## src/rtl/pc_pkg.sv

```systemverilog
// Shared constants and types for the program-counter sequencer.
// Optional return stack is enabled by defining PC_RETURN_STACK_EN.
package pc_pkg;

  localparam int unsigned DEF_PC_WIDTH    = 16;
  localparam int unsigned DEF_STEP        = 1;
  localparam int unsigned DEF_RESET_VEC   = 0;
  localparam int unsigned DEF_STACK_DEPTH = 4;

  // Source selected for the next program counter value
  typedef enum logic [2:0] {
    HOLD   = 3'd0,
    INC    = 3'd1,
    LOAD   = 3'd2,
    BRANCH = 3'd3,
    CALL   = 3'd4,
    RET    = 3'd5
  } pc_src_e;

endpackage

```

## src/rtl/pc_ret_stack.sv

```systemverilog
// LIFO return-address stack with registered occupancy flags.
// Entries are not reset; only the count is, which discards pending addresses.
module pc_ret_stack #(
  parameter int unsigned WIDTH = 16,
  parameter int unsigned DEPTH = 4
) (
  input  logic                         clk,
  input  logic                         reset,
  input  logic                         push,
  input  logic                         pop,
  input  logic [WIDTH-1:0]             push_data,
  output logic [WIDTH-1:0]             top,
  output logic [$clog2(DEPTH+1)-1:0]   count,
  output logic                         full,
  output logic                         empty
);

  localparam int unsigned CW = $clog2(DEPTH + 1);
  localparam int unsigned AW = $clog2(DEPTH);

  logic [WIDTH-1:0] mem [DEPTH];

  // Occupancy count and flags; overflowing push / underflowing pop are dropped
  always_ff @(posedge clk) begin
    if (reset) begin
      count <= '0;
      full  <= 1'b0;
      empty <= 1'b1;
    end else if (push && !full) begin
      count <= count + CW'(1);
      empty <= 1'b0;
      full  <= (count == CW'(DEPTH - 1));
    end else if (pop && !empty) begin
      count <= count - CW'(1);
      full  <= 1'b0;
      empty <= (count == CW'(1));
    end
  end

  // Entry storage, written at the current count
  always_ff @(posedge clk) begin
    if (!reset && push && !full) begin
      mem[count[AW-1:0]] <= push_data;
    end
  end

  assign top = mem[AW'(count - CW'(1))];

endmodule

```

## src/rtl/pc_sequencer.sv

```systemverilog
// Program counter with increment, absolute load, relative branch and
// (when PC_RETURN_STACK_EN is defined) call/return via a return stack.
module pc_sequencer
  import pc_pkg::*;
#(
  parameter int unsigned          PC_WIDTH     = DEF_PC_WIDTH,
  parameter int unsigned          STEP         = DEF_STEP,
  parameter logic [PC_WIDTH-1:0]  RESET_VECTOR = PC_WIDTH'(DEF_RESET_VEC),
  parameter int unsigned          STACK_DEPTH  = DEF_STACK_DEPTH
) (
  input  logic                Clk,
  input  logic                Reset,
  input  logic                Stall,
  input  logic                PCWrite,
  input  logic                PCRead,
  input  logic                Branch,
  input  logic                Call,
  input  logic                Ret,
  input  logic [PC_WIDTH-1:0] D,
  input  logic [PC_WIDTH-1:0] Offset,
  output logic [PC_WIDTH-1:0] PCResult,
  output logic                StackEmpty,
  output logic                StackFull,
  output logic                StackErr
);

  pc_src_e             src;
  logic [PC_WIDTH-1:0] pc_inc;
  logic [PC_WIDTH-1:0] pc_next;

  assign pc_inc = PCResult + PC_WIDTH'(STEP);

`ifdef PC_RETURN_STACK_EN
  logic                               push;
  logic                               pop;
  logic                               err_set;
  logic [PC_WIDTH-1:0]                stk_top;
  logic [$clog2(STACK_DEPTH+1)-1:0]   stk_count;
  logic                               stk_full;
  logic                               stk_empty;
  logic                               unused_count;

  pc_ret_stack #(
    .WIDTH (PC_WIDTH),
    .DEPTH (STACK_DEPTH)
  ) u_stack (
    .clk       (Clk),
    .reset     (Reset),
    .push      (push),
    .pop       (pop),
    .push_data (pc_inc),
    .top       (stk_top),
    .count     (stk_count),
    .full      (stk_full),
    .empty     (stk_empty)
  );

  assign unused_count = ^stk_count;
  assign StackEmpty   = stk_empty;
  assign StackFull    = stk_full;

  // Priority decode: Stall > Ret > Call > PCRead > Branch > PCWrite
  always_comb begin
    src     = HOLD;
    push    = 1'b0;
    pop     = 1'b0;
    err_set = 1'b0;
    if (Stall) begin
      src = HOLD;
    end else if (Ret) begin
      if (stk_empty) begin
        err_set = 1'b1;
      end else begin
        src = RET;
        pop = 1'b1;
      end
    end else if (Call) begin
      src = CALL;
      if (stk_full) err_set = 1'b1;
      else          push    = 1'b1;
    end else if (PCRead) begin
      src = LOAD;
    end else if (Branch) begin
      src = BRANCH;
    end else if (PCWrite) begin
      src = INC;
    end
  end

  // Sticky overflow/underflow flag, cleared only by reset
  always_ff @(posedge Clk) begin
    if (Reset)        StackErr <= 1'b0;
    else if (err_set) StackErr <= 1'b1;
  end
`else
  logic unused_cfg;

  assign unused_cfg = ^{Ret, 32'(STACK_DEPTH)};
  assign StackEmpty = 1'b1;
  assign StackFull  = 1'b0;
  assign StackErr   = 1'b0;

  // Priority decode without a stack: Call acts as a plain load, Ret is ignored
  always_comb begin
    src = HOLD;
    if (Stall) begin
      src = HOLD;
    end else if (Call || PCRead) begin
      src = LOAD;
    end else if (Branch) begin
      src = BRANCH;
    end else if (PCWrite) begin
      src = INC;
    end
  end
`endif

  // Next-PC selection
  always_comb begin
    pc_next = PCResult;
    case (src)
      INC:     pc_next = pc_inc;
      LOAD:    pc_next = D;
      BRANCH:  pc_next = PCResult + Offset;
      CALL:    pc_next = D;
`ifdef PC_RETURN_STACK_EN
      RET:     pc_next = stk_top;
`endif
      default: pc_next = PCResult;
    endcase
  end

  // Program counter register; reset overrides stall
  always_ff @(posedge Clk) begin
    if (Reset) PCResult <= RESET_VECTOR;
    else       PCResult <= pc_next;
  end

endmodule

```

## config.mk

```make
export PLATFORM = sky130hd
export DESIGN_NAME = pc_sequencer
export DESIGN_NICKNAME = d
export VERILOG_FILES = /design/src/rtl/pc_pkg.sv /design/src/rtl/pc_ret_stack.sv /design/src/rtl/pc_sequencer.sv
export SDC_FILE = /design/constraint.sdc
export NUM_CORES = 1
export LEC_CHECK = 0
export BUFFER_PORTS_ARGS = -buffer_cell sky130_fd_sc_hd__clkbuf_2
export CORE_ASPECT_RATIO = 0.5
export CORE_MARGIN = 3
export CORE_UTILIZATION = 45
export CTS_CLUSTER_SIZE = 20
export DETAILED_ROUTE_END_ITERATION = 12
export PLACE_DENSITY_LB_ADDON = 0.2
export SYNTH_ARGS = -nofsm -noshare
export SYNTH_HDL_FRONTEND = slang
export SYNTH_SLANG_ARGS = --single-unit
```

## constraint.sdc

```tcl
create_clock -name Clk -period 7.25 [get_ports Clk]
set_clock_uncertainty 0.15 [all_clocks]
set_input_delay 0.725 -clock Clk [delete_from_list [all_inputs] [get_ports Clk]]
set_output_delay 0.725 -clock Clk [all_outputs]
set_load 0.03 [all_outputs]
```

* Word-level counts from Yosys, hierarchy flattened
Cells that the tools add are included.
Operators by class: $add $sub $neg 2, multipliers 0, div/mod/pow operators 0, order comparisons 0, eq/ne operators 4, shift operators 0, mux-type cells 5, bitwise operators 0, reductions and logical operators 3
Operators by type and width (number):
- $pmux W16 S3 | 1
- $add A16 B1 Y16 const B | 1
- $add A16 B16 Y16 | 1
- $eq A3 B2 Y1 const B | 2
- $mux W2 | 3
- $eq A3 B1 Y1 const B | 1
- $eq A3 B3 Y1 const B | 1
- $reduce_bool A3 Y1 | 1
- $reduce_or A2 Y1 | 1
- $logic_or A1 B1 Y1 | 1
- $mux W1 | 1
Storage, ports and cells: register bits 16, bits in latches 0, RAM bits 0, memory bits (read-only) 0, input port bits 40, logic and storage cells 15, memories 0

* Longest topological paths before layout
depth after elaboration 7, depth in mapped cells 11, gate-level depth less buffers 10

* Worst setup path before layout
Ideal clock, no wire load.
path kind input port to flip-flop, from in Stall, to reg PCResult[14], setup time 0.091 ns, data arrival time 3.037 ns, slack 3.972 ns, cell stages on the path 10, path buffers 0, path through nor4b_2 > nand2b_1 > ha_1 > fa_1 > a211oi_2 > o31ai_4 > a31o_2 > a31oi_1 > xor2_1 > a311oi_1
On the way: word-level cells in the longest chain between the ends 4
Ends and longest elaborated chain:
- start, declared | line pc_sequencer.sv:13 | input logic Stall,
- $mux W2 * | line pc_sequencer.sv:106 | if (Stall) begin
- $eq A3 B3 Y1 / $eq A3 B2 Y1 (equally long branches) | line pc_sequencer.sv:121 | case (src)
- $reduce_or A2 Y1 (no source line)
- $pmux W16 S3 / $reduce_bool A3 Y1 (equally long branches)
- end signal, assigned | line pc_sequencer.sv:136 | else PCResult <= pc_next;
- end, declared | line pc_sequencer.sv:21 | output logic [PC_WIDTH-1:0] PCResult,
Every way passes the cells marked *; elsewhere a longest branch is shown, timed or not. A chain may end at the register's enable or synchronous reset.

* Final worst setup path
from in Stall, to reg PCResult[12]
Same word-level chain as after synthesis.

==> reports/summary.txt <==
N_diodes - 0
Via count normalized by instance count - 5.47
MaxCap Viol Count - 0
Die Ht - 48.0 um
Dpl cells - 297
Total Nets Final - 310
Register-to-register setup slack - 4.70 ns
Worst-path fanout max - 7
FP Rows - 14
Number of flip-flops in the largest register - 16
Number of flops mapped to enable cells by yosys - 0
Worst rel slew slack - 43.0%
Setup bufs post-CTS - 0
CP startpoint - Stall
DRT Pass-1 Iters - 4
Internal cell power - 0.176 mW
Setup WS pre-CTS - 3.65 ns
Hold Path Sink - PCResult[4]
Minimum clock period - 3.33 ns
Distinct cells, synth - 46
Die area - 0.00431 mm^2
Total GRT Usage - 20.0%
Post-detailed-route DRC marker count - 0
Overflow after GRT - 0
Vias in the first global route - 1477
Pwr per Cell Area - 139 mW/mm^2
Gpl congestion - 0.814
Ys flop type - dfxtp_1
Initial antenna violation count - 0
Reg2reg end - PCResult[12]
Hold_sp - PCResult[4]
Post-placement cell area - 0.00188 mm^2
Biggest registers after layout - PCResult: 16 flops
Die W - 89.9 um
Area growth syn-to-layout - 22.0%
Max Freq - 301 MHz
Fraction of registers with async set/reset - 0%
H-tree Lvls - 1
Worst-Margin Slew - 0.848 ns
Antenna-violating nets left - 0
DR WL/cell - 14.0 um
P_sw - 0.0922 mW
Worst Setup Start Kind - input pin
Final Non-Filler Cells - 301
Cts hold-fix bufs - 0
Sequential Power Share - 37.4%
Final WS setup - 3.92 ns
Clock root buffer - clkbuf_8
I/O Buffers - 54
CTS tree - built
Via count - 1647
Yosys reg bits - 16
Cells on Worst Hold Path - 2
Setup violations, final - 0
Crit path DAT - 3.34 ns
Final period utilization - 45.9%
Setup TNS - 0 ns
DP HPWL - 3.32 mm
Pleak - 0.935 nW
Core Area - 0.00319 mm^2
Hold Vio Cnt, Final - 0
Outcome - finished clean
CTS max path bufs - 2
Final max-slew violation count - 0
Share of layout cells above drive strength 1 - 26.5%
WS Path Type - input pin to flip-flop
Cell count after synthesis - 203
Sequential area share after synthesis - 20.2%
Avg Synthesized Cell Area - 7.81 um^2
Clock Pin Slew Worst Setup and Hold Paths - 0.07 ns
Initial cell density of the core - 49.7%
CTS Buf Count - 3
Worst R2R Start - PCResult[0]
HP Class - flip-flop to flip-flop
Most flops, register - PCResult
RSZ-0062 raised after global routing - no
WP data required - 7.26 ns
Element type at the critical path end - flip-flop
Syn. warnings - 0
Largest net degree at the start of global routing - 19
Clk sink count - 16
Global-route wire length before repair - 6.75 mm
Design area - 0.00193 mm^2
Clock latency on the worst-skew pair - 0.26 ns
Power share of the combinational group - 31.5%
VDD IR max - 0.0703 mV
Cell area after synthesis - 0.00159 mm^2
Post-Route WL - 4.23 mm
Clock share of power - 31.1%
Initial DRC count - 62
Reg2reg path depth - 8
IO Count - 59
Sw Share - 34.3%
Gates resized, CTS repair - 0
==> synthesized netlist by cell type (5+ instances only) <==
library cell | n | area, um^2
o21ai_0 | 6 | 30.0
a31oi_1 | 5 | 31.3
xnor2_1 | 6 | 52.6
mux2i_1 | 8 | 80.1
ha_1 | 15 | 188
a21oi_1 | 20 | 100
nor2_1 | 22 | 82.6
and2_1 | 14 | 87.6
a311oi_1 | 5 | 43.8
nand2_1 | 15 | 56.3
nor3_1 | 6 | 30.0
a211oi_1 | 5 | 37.5
dfxtp_1 | 16 | 320
xor2_1 | 6 | 52.6
==> power groups by stage <==
stage,sequential [mW],clock [mW],combinational (mW)
after floorplan,0.114,0,0.0464
after global placement,0.102,0,0.0828
after detailed placement,0.102,0,0.0844
after CTS,0.100,0.0864,0.0848
after global routing,0.102,0.0890,0.0932
final,0.100,0.0834,0.0847
==> cells by family after synthesis <==
| family | count (synthesis) | share of synthesized area, % |
|---|---|---|
| compound gates | 63 | 26.8 |
| xor+xnor | 12 | 6.63 |
| fa+ha+maj | 16 | 13.1 |
| buf+inv | 13 | 3.95 |
| flops | 16 | 20.2 |
| mux | 8 | 5.05 |
| other cells | 2 | 0.474 |
| simple gates | 73 | 23.8 |
==> worst max-delay path, cell delays in order <==
cell and delay, ns:
clkbuf_2 0.14, nor4b_2 0.40, nand2b_1 0.10, ha_1 0.23
fa_1 0.43, a211oi_2 0.32, o31ai_4 0.12, a31o_2 0.30
a21oi_1 0.20, nor3_1 0.07, a311oi_1 0.30
==> layer usage <==
layer | vias up | track usage (%) | wire, um
met5 | - | 0 | 0
met4 | 0 | 6.38 | 56
met3 | 6 | 5.34 | 251
met2 | 56 | 34.8 | 1800
met1 | 744 | 25.4 | 2120
li1 | 841 | - | -
==> how the worst max path moves through the flow <==
stage / end / cells after the start
floorplan: PCResult[14] / 10
global placement: PCResult[14] / 11
detailed placement: PCResult[12] / 11
CTS: PCResult[12] / 11
global route: PCResult[12] / 11
finish: PCResult[12] / 11
==> area by class of cell <==
cell class | instances | area [um^2]
fillers | 324 | 1250
well taps | 48 | 60.1
inverters | 2 | 7.51
multi-input cells | 175 | 1210
repair buffers | 56 | 285
flip-flops and latches | 16 | 320
clock buffers | 4 | 55.1
==> placed cells by master, fill, tap and decap left out, types with 3 or more instances in the layout <==
| master | instances |
|---|---|
| clkbuf_2 | 54 |
| nor2_1 | 22 |
| a21oi_1 | 20 |
| dfxtp_1 | 16 |
| nand2_1 | 15 |
| ha_1 | 15 |
| and2_1 | 14 |
| mux2i_1 | 8 |
| o21ai_0 | 6 |
| xor2_1 | 6 |
| nor3_1 | 6 |
| xnor2_1 | 6 |
| a31oi_1 | 5 |
| a311oi_1 | 5 |
| a211oi_1 | 5 |
| a21o_1 | 4 |
| a221oi_1 | 4 |
| clkbuf_8 | 4 |
| o21ai_1 | 3 |
| o22ai_1 | 3 |
| conb_1 | 3 |
==> metrics by stage <==
| stage | hold slack (ns) | total power [mW] | utilization (%) |
|---|---|---|---|
| 5_1_grt | 0.401 | 0.284 | 60.7 |
| 6_report | 0.378 | 0.269 | 60.7 |
| 2_1_floorplan | 0.478 | 0.161 | - |
| 3_5_place_dp | 0.363 | 0.187 | 58.9 |
| 3_3_place_gp | 0.359 | 0.185 | 58.9 |
| 4_1_cts | 0.378 | 0.272 | 60.7 |
Power figures use the tool's default switching activity.
